===== src/rtl/pll_reset_sequencer_if.sv =====
// Lock input, soft request and staged reset outputs of pll_reset_sequencer.
// RSTSEQ_LOSS_CNT_EN adds the lock_loss_cnt signal.
interface pll_reset_sequencer_if;
    logic       pll_locked;
    logic       soft_rst_req;
    logic       sys_rst_n;
    logic       periph_rst_n;
    logic       ready;
`ifdef RSTSEQ_LOSS_CNT_EN
    logic [7:0] lock_loss_cnt;

    modport master (
        output pll_locked, soft_rst_req,
        input  sys_rst_n, periph_rst_n, ready, lock_loss_cnt
    );
    modport slave (
        input  pll_locked, soft_rst_req,
        output sys_rst_n, periph_rst_n, ready, lock_loss_cnt
    );
`else
    modport master (
        output pll_locked, soft_rst_req,
        input  sys_rst_n, periph_rst_n, ready
    );
    modport slave (
        input  pll_locked, soft_rst_req,
        output sys_rst_n, periph_rst_n, ready
    );
`endif
endinterface


===== src/rtl/pll_reset_sequencer.sv =====
// Staged reset release after PLL lock: sys reset first, periph reset after a gap.
// Optional RSTSEQ_LOSS_CNT_EN adds a saturating lock-loss event counter.
module pll_reset_sequencer #(
    parameter int unsigned SYNC_STAGES        = 2,
    parameter int unsigned LOCK_STABLE_CYCLES = 1024,
    parameter int unsigned STAGE_GAP_CYCLES   = 16
) (
    input  logic                  clk,
    input  logic                  rst_n,
    pll_reset_sequencer_if.slave  bus
);
    localparam int unsigned CNT_MAX = (LOCK_STABLE_CYCLES > STAGE_GAP_CYCLES) ?
                                      LOCK_STABLE_CYCLES : STAGE_GAP_CYCLES;
    localparam int unsigned CNT_W   = $clog2(CNT_MAX + 1);

    typedef enum logic [1:0] {
        WAIT_LOCK,
        STABLE,
        REL_SYS,
        RUN
    } state_t;

    logic [SYNC_STAGES-1:0] sync_q;
    logic                   locked_s;
    logic                   abort;
    state_t                 state;
    state_t                 next_state;
    logic [CNT_W-1:0]       cnt;
    logic [CNT_W-1:0]       cnt_next;
    logic                   sys_q;
    logic                   periph_q;

    always_ff @(posedge clk or negedge rst_n) begin
        if (!rst_n) begin
            sync_q <= '0;
        end else begin
            sync_q <= {sync_q[SYNC_STAGES-2:0], bus.pll_locked};
        end
    end

    assign locked_s = sync_q[SYNC_STAGES-1];
    assign abort    = !locked_s || bus.soft_rst_req;

    always_ff @(posedge clk or negedge rst_n) begin
        if (!rst_n) begin
            state <= WAIT_LOCK;
            cnt   <= '0;
        end else begin
            state <= next_state;
            cnt   <= cnt_next;
        end
    end

    // cnt_next stays 0 on every transition, so each state starts counting from zero
    always_comb begin
        next_state = state;
        cnt_next   = '0;
        case (state)
            WAIT_LOCK: begin
                if (locked_s && !bus.soft_rst_req) next_state = STABLE;
            end
            STABLE: begin
                if (abort)
                    next_state = WAIT_LOCK;
                else if (cnt == CNT_W'(LOCK_STABLE_CYCLES - 1))
                    next_state = REL_SYS;
                else
                    cnt_next = cnt + 1'b1;
            end
            REL_SYS: begin
                if (abort)
                    next_state = WAIT_LOCK;
                else if (cnt == CNT_W'(STAGE_GAP_CYCLES - 1))
                    next_state = RUN;
                else
                    cnt_next = cnt + 1'b1;
            end
            RUN: begin
                if (abort) next_state = WAIT_LOCK;
            end
            default: next_state = WAIT_LOCK;
        endcase
    end

    always_ff @(posedge clk or negedge rst_n) begin
        if (!rst_n) begin
            sys_q    <= 1'b0;
            periph_q <= 1'b0;
        end else begin
            sys_q    <= (next_state == REL_SYS) || (next_state == RUN);
            periph_q <= (next_state == RUN);
        end
    end

    assign bus.sys_rst_n    = sys_q;
    assign bus.periph_rst_n = periph_q;
    assign bus.ready        = periph_q;

`ifdef RSTSEQ_LOSS_CNT_EN
    logic [7:0] loss_q;
    logic       loss_evt;

    // Only lock loss out of a released state counts; soft-only exits do not
    assign loss_evt = ((state == REL_SYS) || (state == RUN)) && !locked_s;

    always_ff @(posedge clk or negedge rst_n) begin
        if (!rst_n) begin
            loss_q <= '0;
        end else if (loss_evt && (loss_q != '1)) begin
            loss_q <= loss_q + 8'd1;
        end
    end

    assign bus.lock_loss_cnt = loss_q;
`endif
endmodule


===== src/flat_wrapper.sv =====
// flat-port wrapper written by rule: the top's interface ports become plain ports
module pll_reset_sequencer_flat 
#(
    parameter int unsigned SYNC_STAGES        = 2,
    parameter int unsigned LOCK_STABLE_CYCLES = 1024,
    parameter int unsigned STAGE_GAP_CYCLES   = 16
)
  (clk, rst_n, bus_pll_locked, bus_soft_rst_req, bus_sys_rst_n, bus_periph_rst_n, bus_ready);
  pll_reset_sequencer_if bus_i ();
  input  logic clk;
  input  logic rst_n;
  input wire logic [$bits(bus_i.pll_locked)-1:0] bus_pll_locked;
  input wire logic [$bits(bus_i.soft_rst_req)-1:0] bus_soft_rst_req;
  output wire logic [$bits(bus_i.sys_rst_n)-1:0] bus_sys_rst_n;
  output wire logic [$bits(bus_i.periph_rst_n)-1:0] bus_periph_rst_n;
  output wire logic [$bits(bus_i.ready)-1:0] bus_ready;
  assign bus_i.pll_locked = bus_pll_locked;
  assign bus_i.soft_rst_req = bus_soft_rst_req;
  assign bus_sys_rst_n = bus_i.sys_rst_n;
  assign bus_periph_rst_n = bus_i.periph_rst_n;
  assign bus_ready = bus_i.ready;
  pll_reset_sequencer #(.SYNC_STAGES(SYNC_STAGES), .LOCK_STABLE_CYCLES(LOCK_STABLE_CYCLES), .STAGE_GAP_CYCLES(STAGE_GAP_CYCLES)) u_core (.clk(clk), .rst_n(rst_n), .bus(bus_i));
endmodule

===== config.mk =====
export PLATFORM = sky130hd
export DESIGN_NAME = pll_reset_sequencer_flat
export DESIGN_NICKNAME = d
export VERILOG_FILES = /design/src/rtl/pll_reset_sequencer_if.sv /design/src/rtl/pll_reset_sequencer.sv /design/src/flat_wrapper.sv
export SDC_FILE = /design/constraint.sdc
export NUM_CORES = 1
export LEC_CHECK = 0
export BUFFER_PORTS_ARGS = -buffer_cell sky130_fd_sc_hd__buf_2
export CORE_MARGIN = 2
export CORE_UTILIZATION = 60
export DETAILED_ROUTE_END_ITERATION = 6
export PLACE_DENSITY = 0.78
export RECOVER_POWER = 100
export SKIP_LAST_GASP = 1
export SYNTH_ARGS = -nofsm -noshare
export SYNTH_HDL_FRONTEND = slang
export SYNTH_SLANG_ARGS = --single-unit

===== constraint.sdc =====
create_clock -name clk -period 4.76 [get_ports clk]
set_input_delay 0 -clock clk [delete_from_list [all_inputs] [get_ports clk]]
set_output_delay 0 -clock clk [all_outputs]
set_load 0.01 [all_outputs]

; Word-level counts from Yosys, hierarchy flattened
; Cells that the tools add are included.
[word_totals]
reg_bits = 17
inputBits = 4
output_inout_bits = 3
wordCells = 31
[op_classes]
addsub = 1
eq_ne = 7
muxes = 12
reduce_logical = 6
[ops]
columns = cell, n
row1 = two-way mux 11 bit, 4
row2 = one-hot mux 11 bit (2 select lines), 1
row3 = two-way mux 2 bit, 6
row4 = adder 11 x 1 -> 11 bit (second input constant), 1
row5 = equality test 11 x 10 -> 1 bit (second input constant), 1
row6 = equality test 11 x 4 -> 1 bit (second input constant), 1
row7 = equality test 2 bit (second input constant), 4
row8 = one-hot mux 2 bit (4 select lines), 1
row9 = equality test 2 x 1 -> 1 bit (second input constant), 1
row10 = logical NOT 1 bit, 2
row11 = logical NOT 2 bit, 1
row12 = logical OR 1 bit, 2
row13 = logical AND 1 bit, 1

; Longest topological paths before layout
[depth]
ltp_word = 6
ltp_mapped = 7
ltp_nobuf = 7

; Worst setup path before layout
; Ideal clock, no wire load.
[synth_timing]
path_type = register to register
from = register u_core.cnt[0]
to = register u_core.cnt[2]
setup_time_ns = 0.134
arrival_ns = 1.634
required_ns = 4.626
path_slack_ns = 2.992
stages_incl_launch_ff = 7
n_path_buf = 0
period_less_slack_ns = 1.768
path_cell_list = dfrtp_1 ha_1 nand4_1 nor4_4 nor3b_1 a41oi_2 nor2_1
[synth_between]
elab_chain_cells = 4
elab_cells_between_ends = 8
cone_classes = add/sub: 1 / eq/ne: 2 / mux: 5
[synth_lines]
columns = element, line_no
row1 = from (decl), pll_reset_sequencer.sv:28  ; logic [CNT_W-1:0] cnt;
row2 = from (signal assigned), pll_reset_sequencer.sv:50  ; cnt <= cnt_next;
row3 = adder 11 x 1 -> 11 bit (tied with other cells), "pll_reset_sequencer.sv:68, pll_reset_sequencer.sv:76"
row4 = two-way mux 11 bit (on tied branches), "pll_reset_sequencer.sv:73, pll_reset_sequencer.sv:65"
row5 = two-way mux 11 bit (on tied branches), "pll_reset_sequencer.sv:71, pll_reset_sequencer.sv:63"
row6 = one-hot mux 11 bit (2 select lines) *, pll_reset_sequencer.sv:58  ; case (state)
row7 = via u_core.cnt_next[2], pll_reset_sequencer.sv:29  ; logic [CNT_W-1:0] cnt_next;
; Mark *: on every way through the listed nets, which the timed path passes. The rest lies on a longest branch.

; Final worst setup path
[layout_timing]
from = register u_core.cnt[0]
to = register u_core.cnt[5]
; The elaborated chain is that of the path after synthesis.

==> flow_summary.toml <==
[detailed_routing]
totalWireLength_um = 1700
dr.pass1.iters = 4
drt_iter0_drc = 8
via_count = 660
remaining_drc_errors = 0
drt-vias-per-instance = 5.95
wl_per_cell_um = 15.3
drtAntennaViolNets = 0

[cts]
numCtsBuffers = 3
cts_tree = "yes"
cts_resized = 0
cts_hold_buf = 2
root_buffer = "clkbuf_4"
post_cts_buffers = 0
clock_latency_ns = 0.29
clk_path_buf_depth = 2
clk_pin_slew_worst_paths_ns = 0.09
cts_max_level = 1
clock_sinks = 17

[logic_synthesis]
yosysSeqAreaShare_pct = 46.6
synth_top_family_by_area = "simple AND/OR/NAND/NOR gates"
synth-simple-area-share_pct = 23.6
ys_types = 31
synth-xor-area-share_pct = 7.68
syn-instance-count = 84
synth-seq-cells = 17
yosys.area.top_type = "dfrtp_1"
ys_warn_count = 0
synth_fp_nets = 93
synth_top_area_share_pct = 46.6
synth_fa_ha_area_share_pct = 6.86
synth_compound_gate_area_share_pct = 12.3
synth.area.mux_share_pct = 0
netlist_area_um2 = 912
synth.area.top_cells = "dfrtp_1, ha_1, xnor2_1"
avgSynthCellArea_um2 = 10.9

[floorplan]
die_h_um = 43.0
die_x_um = 43.0
io_pins = 7
start_util_pct = 62.0
rows = 14
core_area_um2 = 1470
dieArea_um2 = 1850

[sta]
timing.final.crit_share_pct = 53.1
tightest_slew_ns = 0.889
hold_viol_final = 0
finalCriticalPeriod_ns = 2.53
fin_worst_skew_ns = 0.00491
setup_tns_ns = 0
setup_viol = 0
rsz0062_at_grt = "no"
final-max-slew-violation-count = 0
maxSlewHeadroom_pct = 40.7
timing.fmax_mhz = 396

[worst_setup_path]
rr_worst_depth = 6
crit_start = "u_core.cnt[0]$_DFF_PN0_"
cp_top_family = "simple AND/OR/NAND/NOR gates"
path_max_fanout = 9
cp-end-kind = "register"
r2r_setup_slack_ns = 2.23
worst_path_largest_cell_delay_ns = 0.67
cp-start-kind = "register"
cp.depth = 6
crit_end = "u_core.cnt[5]$_DFF_PN0_"
criticalPathCategory = "reg2reg"
crit_buf_inv = 0
cp_slowest_cell = "nor4_1"
critPathRequiredTime_ns = 4.91
reg2reg_to = "u_core.cnt[5]$_DFF_PN0_"
path_cells = "ha_1 -> nand4_1 -> nor4_1 -> nor3b_1 -> a41oi_1 -> nor2_1"
reg2reg_from = "u_core.cnt[0]$_DFF_PN0_"
cp_data_arrival_time_ns = 2.68

[power]
p_int_w = 0.000203
power_frac_comb_pct = 19.4
sequentialPowerShare_pct = 53.6
powerDensity_nw_per_um2 = 302
fin_total_pwr_w = 0.000289
clkPwrFrac_pct = 27.1
max-vdd-ir-drop_mv = 0.209
cellLeakagePower_nw = 0.394
swShare_pct = 29.7
switching_power_w = 0.0000857

[final_layout]
n_antenna_cell = 0
finalNetCount = 105
syn_to_final_growth_pct = 4.80
layout-drive-gt1-share_pct = 8.42
fill_cells = 129

[grt]
antenna_found_initial = 0
grt_pass1_wl_um = 3110
grt_max_degree = 18
globalRouteOverflowTotal = 0
grt_pass1_vias = 678
grt.total_usage_pct = 22.9

[run]
maxCapViolations = 0

[placed_design]
gp_congestion = 0.808
port_buffers = 6
hpwl_um = 1280

[hold_path]
hold_class = "in2reg"

[run_status]
status = "complete, no violations"
kinds of logic (layout without fill, tap and decap cells):
logic type | Yosys count | after routing
AO/OA/AOI/OAI | 13 | 13
XOR/XNOR | 8 | 8
adder cells (fa/ha/maj) | 5 | 5
flip-flops | 17 | 17
AND/OR/NAND/NOR | 35 | 35
buffers and inverters | 6 | 17
area by class of cell:
type                       count  area [um^2]  area share [%]
tap                           16         20.0            2.09
clock buffer                   4         26.3            2.75
multi-input combinational     61          420            44.0
timing repair buffer           8         45.0            4.71
sequential                    17          425            44.5
inverter                       5         18.8            1.96
worst min path at each step:
| stage | start | to | depth (start not counted) |
|---|---|---|---|
| floorplan | rst_n | u_core.bus.periph_rst_n$_DFF_PN0_ | 0 |
| global placement | rst_n | u_core.state[0]$_DFF_PN0_ | 1 |
| detailed placement | rst_n | u_core.state[0]$_DFF_PN0_ | 1 |
| CTS | bus_soft_rst_req | u_core.cnt[8]$_DFF_PN0_ | 4 |
| global route | bus_soft_rst_req | u_core.cnt[8]$_DFF_PN0_ | 4 |
| finish | bus_soft_rst_req | u_core.cnt[8]$_DFF_PN0_ | 4 |
metrics by stage:
| step | instance area, um^2 | utilization (%) | std cells | hold WS (ns) | setup slack (ns) |
|---|---|---|---|---|---|
| final | 956 | 65.0 | 111 | 0.0811 | 2.23 |
| after global routing | 956 | 65.0 | 111 | 0.125 | 1.91 |
| after CTS | 1000 | 68.0 | 111 | 0.0810 | 2.68 |
| after detailed placement | 955 | 64.9 | 105 | -0.0587 | 2.69 |
| after global placement | 955 | 64.9 | 105 | -0.0656 | 2.83 |
| after floorplan | 912 | - | 84 | -0.296 | 2.99 |
tightest hold or removal path: stages:
cell,delay [ns]
buf_2,0.09
nor2b_1,0.07
nand2_1,0.11
nor3_1,0.06
placed cells by master (no fill, tap or decap), types with 2 or more instances in the layout:
cell           Yosys  routed
clkbuf_4           0       3
o21ai_0            3       3
dfrtp_1           17      17
xnor2_1            5       5
nor3_1             4       4
dlygate4sd3_1      0       2
xor2_1             3       3
inv_1              5       5
clkbuf_1           0       5
nand4_1            2       2
nor4_1             1       3
ha_1               5       5
nor2b_1            2       2
nand3_1            2       2
buf_2              0       2
nor2_1             7       7
nor3b_1            3       3
a21oi_1            3       3
nand2_1            5       5
power groups by stage:
stage | clock network [W] | registers (W) | logic [W]
after global placement | 0 | 0.000157 | 0.0000575
after global routing | 0.0000837 | 0.000156 | 0.0000649
final | 0.0000782 | 0.000155 | 0.0000560
after CTS | 0.0000793 | 0.000155 | 0.0000602
after floorplan | 0 | 0.000157 | 0.0000445
after detailed placement | 0 | 0.000158 | 0.0000587
flip-flops by register name (all words and copies together), names as in the netlist:
| register | count |
|---|---|
| u_core.cnt | 11 |
| u_core.bus.sys_rst_n | 1 |
| u_core.sync_q | 2 |
| u_core.bus.periph_rst_n | 1 |
| u_core.state | 2 |
per-layer routing:
metal | vias up | global-route usage, % | routed length [um] | share of wire (%)
met2 | 6 | 37.6 | 838 | 49
li1 | 321 | - | - | -
met4 | 0 | 9.09 | 31 | 1.8
met3 | 5 | 3.83 | 38 | 2.2
met1 | 328 | 30.4 | 793 | 47
met5 | - | 0 | 0 | 0
cells in the mapped netlist:
master	n
nor4_2	1
nor3b_1	3
and2_1	2
nor2b_1	2
a311o_2	1
o311a_1	1
dfrtp_1	17
nor4_1	1
and4_1	1
nand2_1	5
nand4_1	2
or2_2	1
buf_4	1
a311o_1	1
o21ai_0	3
xor2_1	3
xnor2_1	5
nor4_4	1
nand4_2	1
and3_1	1
a2111oi_2	1
nand2b_1	1
nor3_1	4
ha_1	5
inv_1	5
a21oi_1	3
nand3_1	2
a41oi_2	1
a211oi_2	1
o31ai_1	1
nor2_1	7
Note: power is estimated with default switching activity, not from simulation.
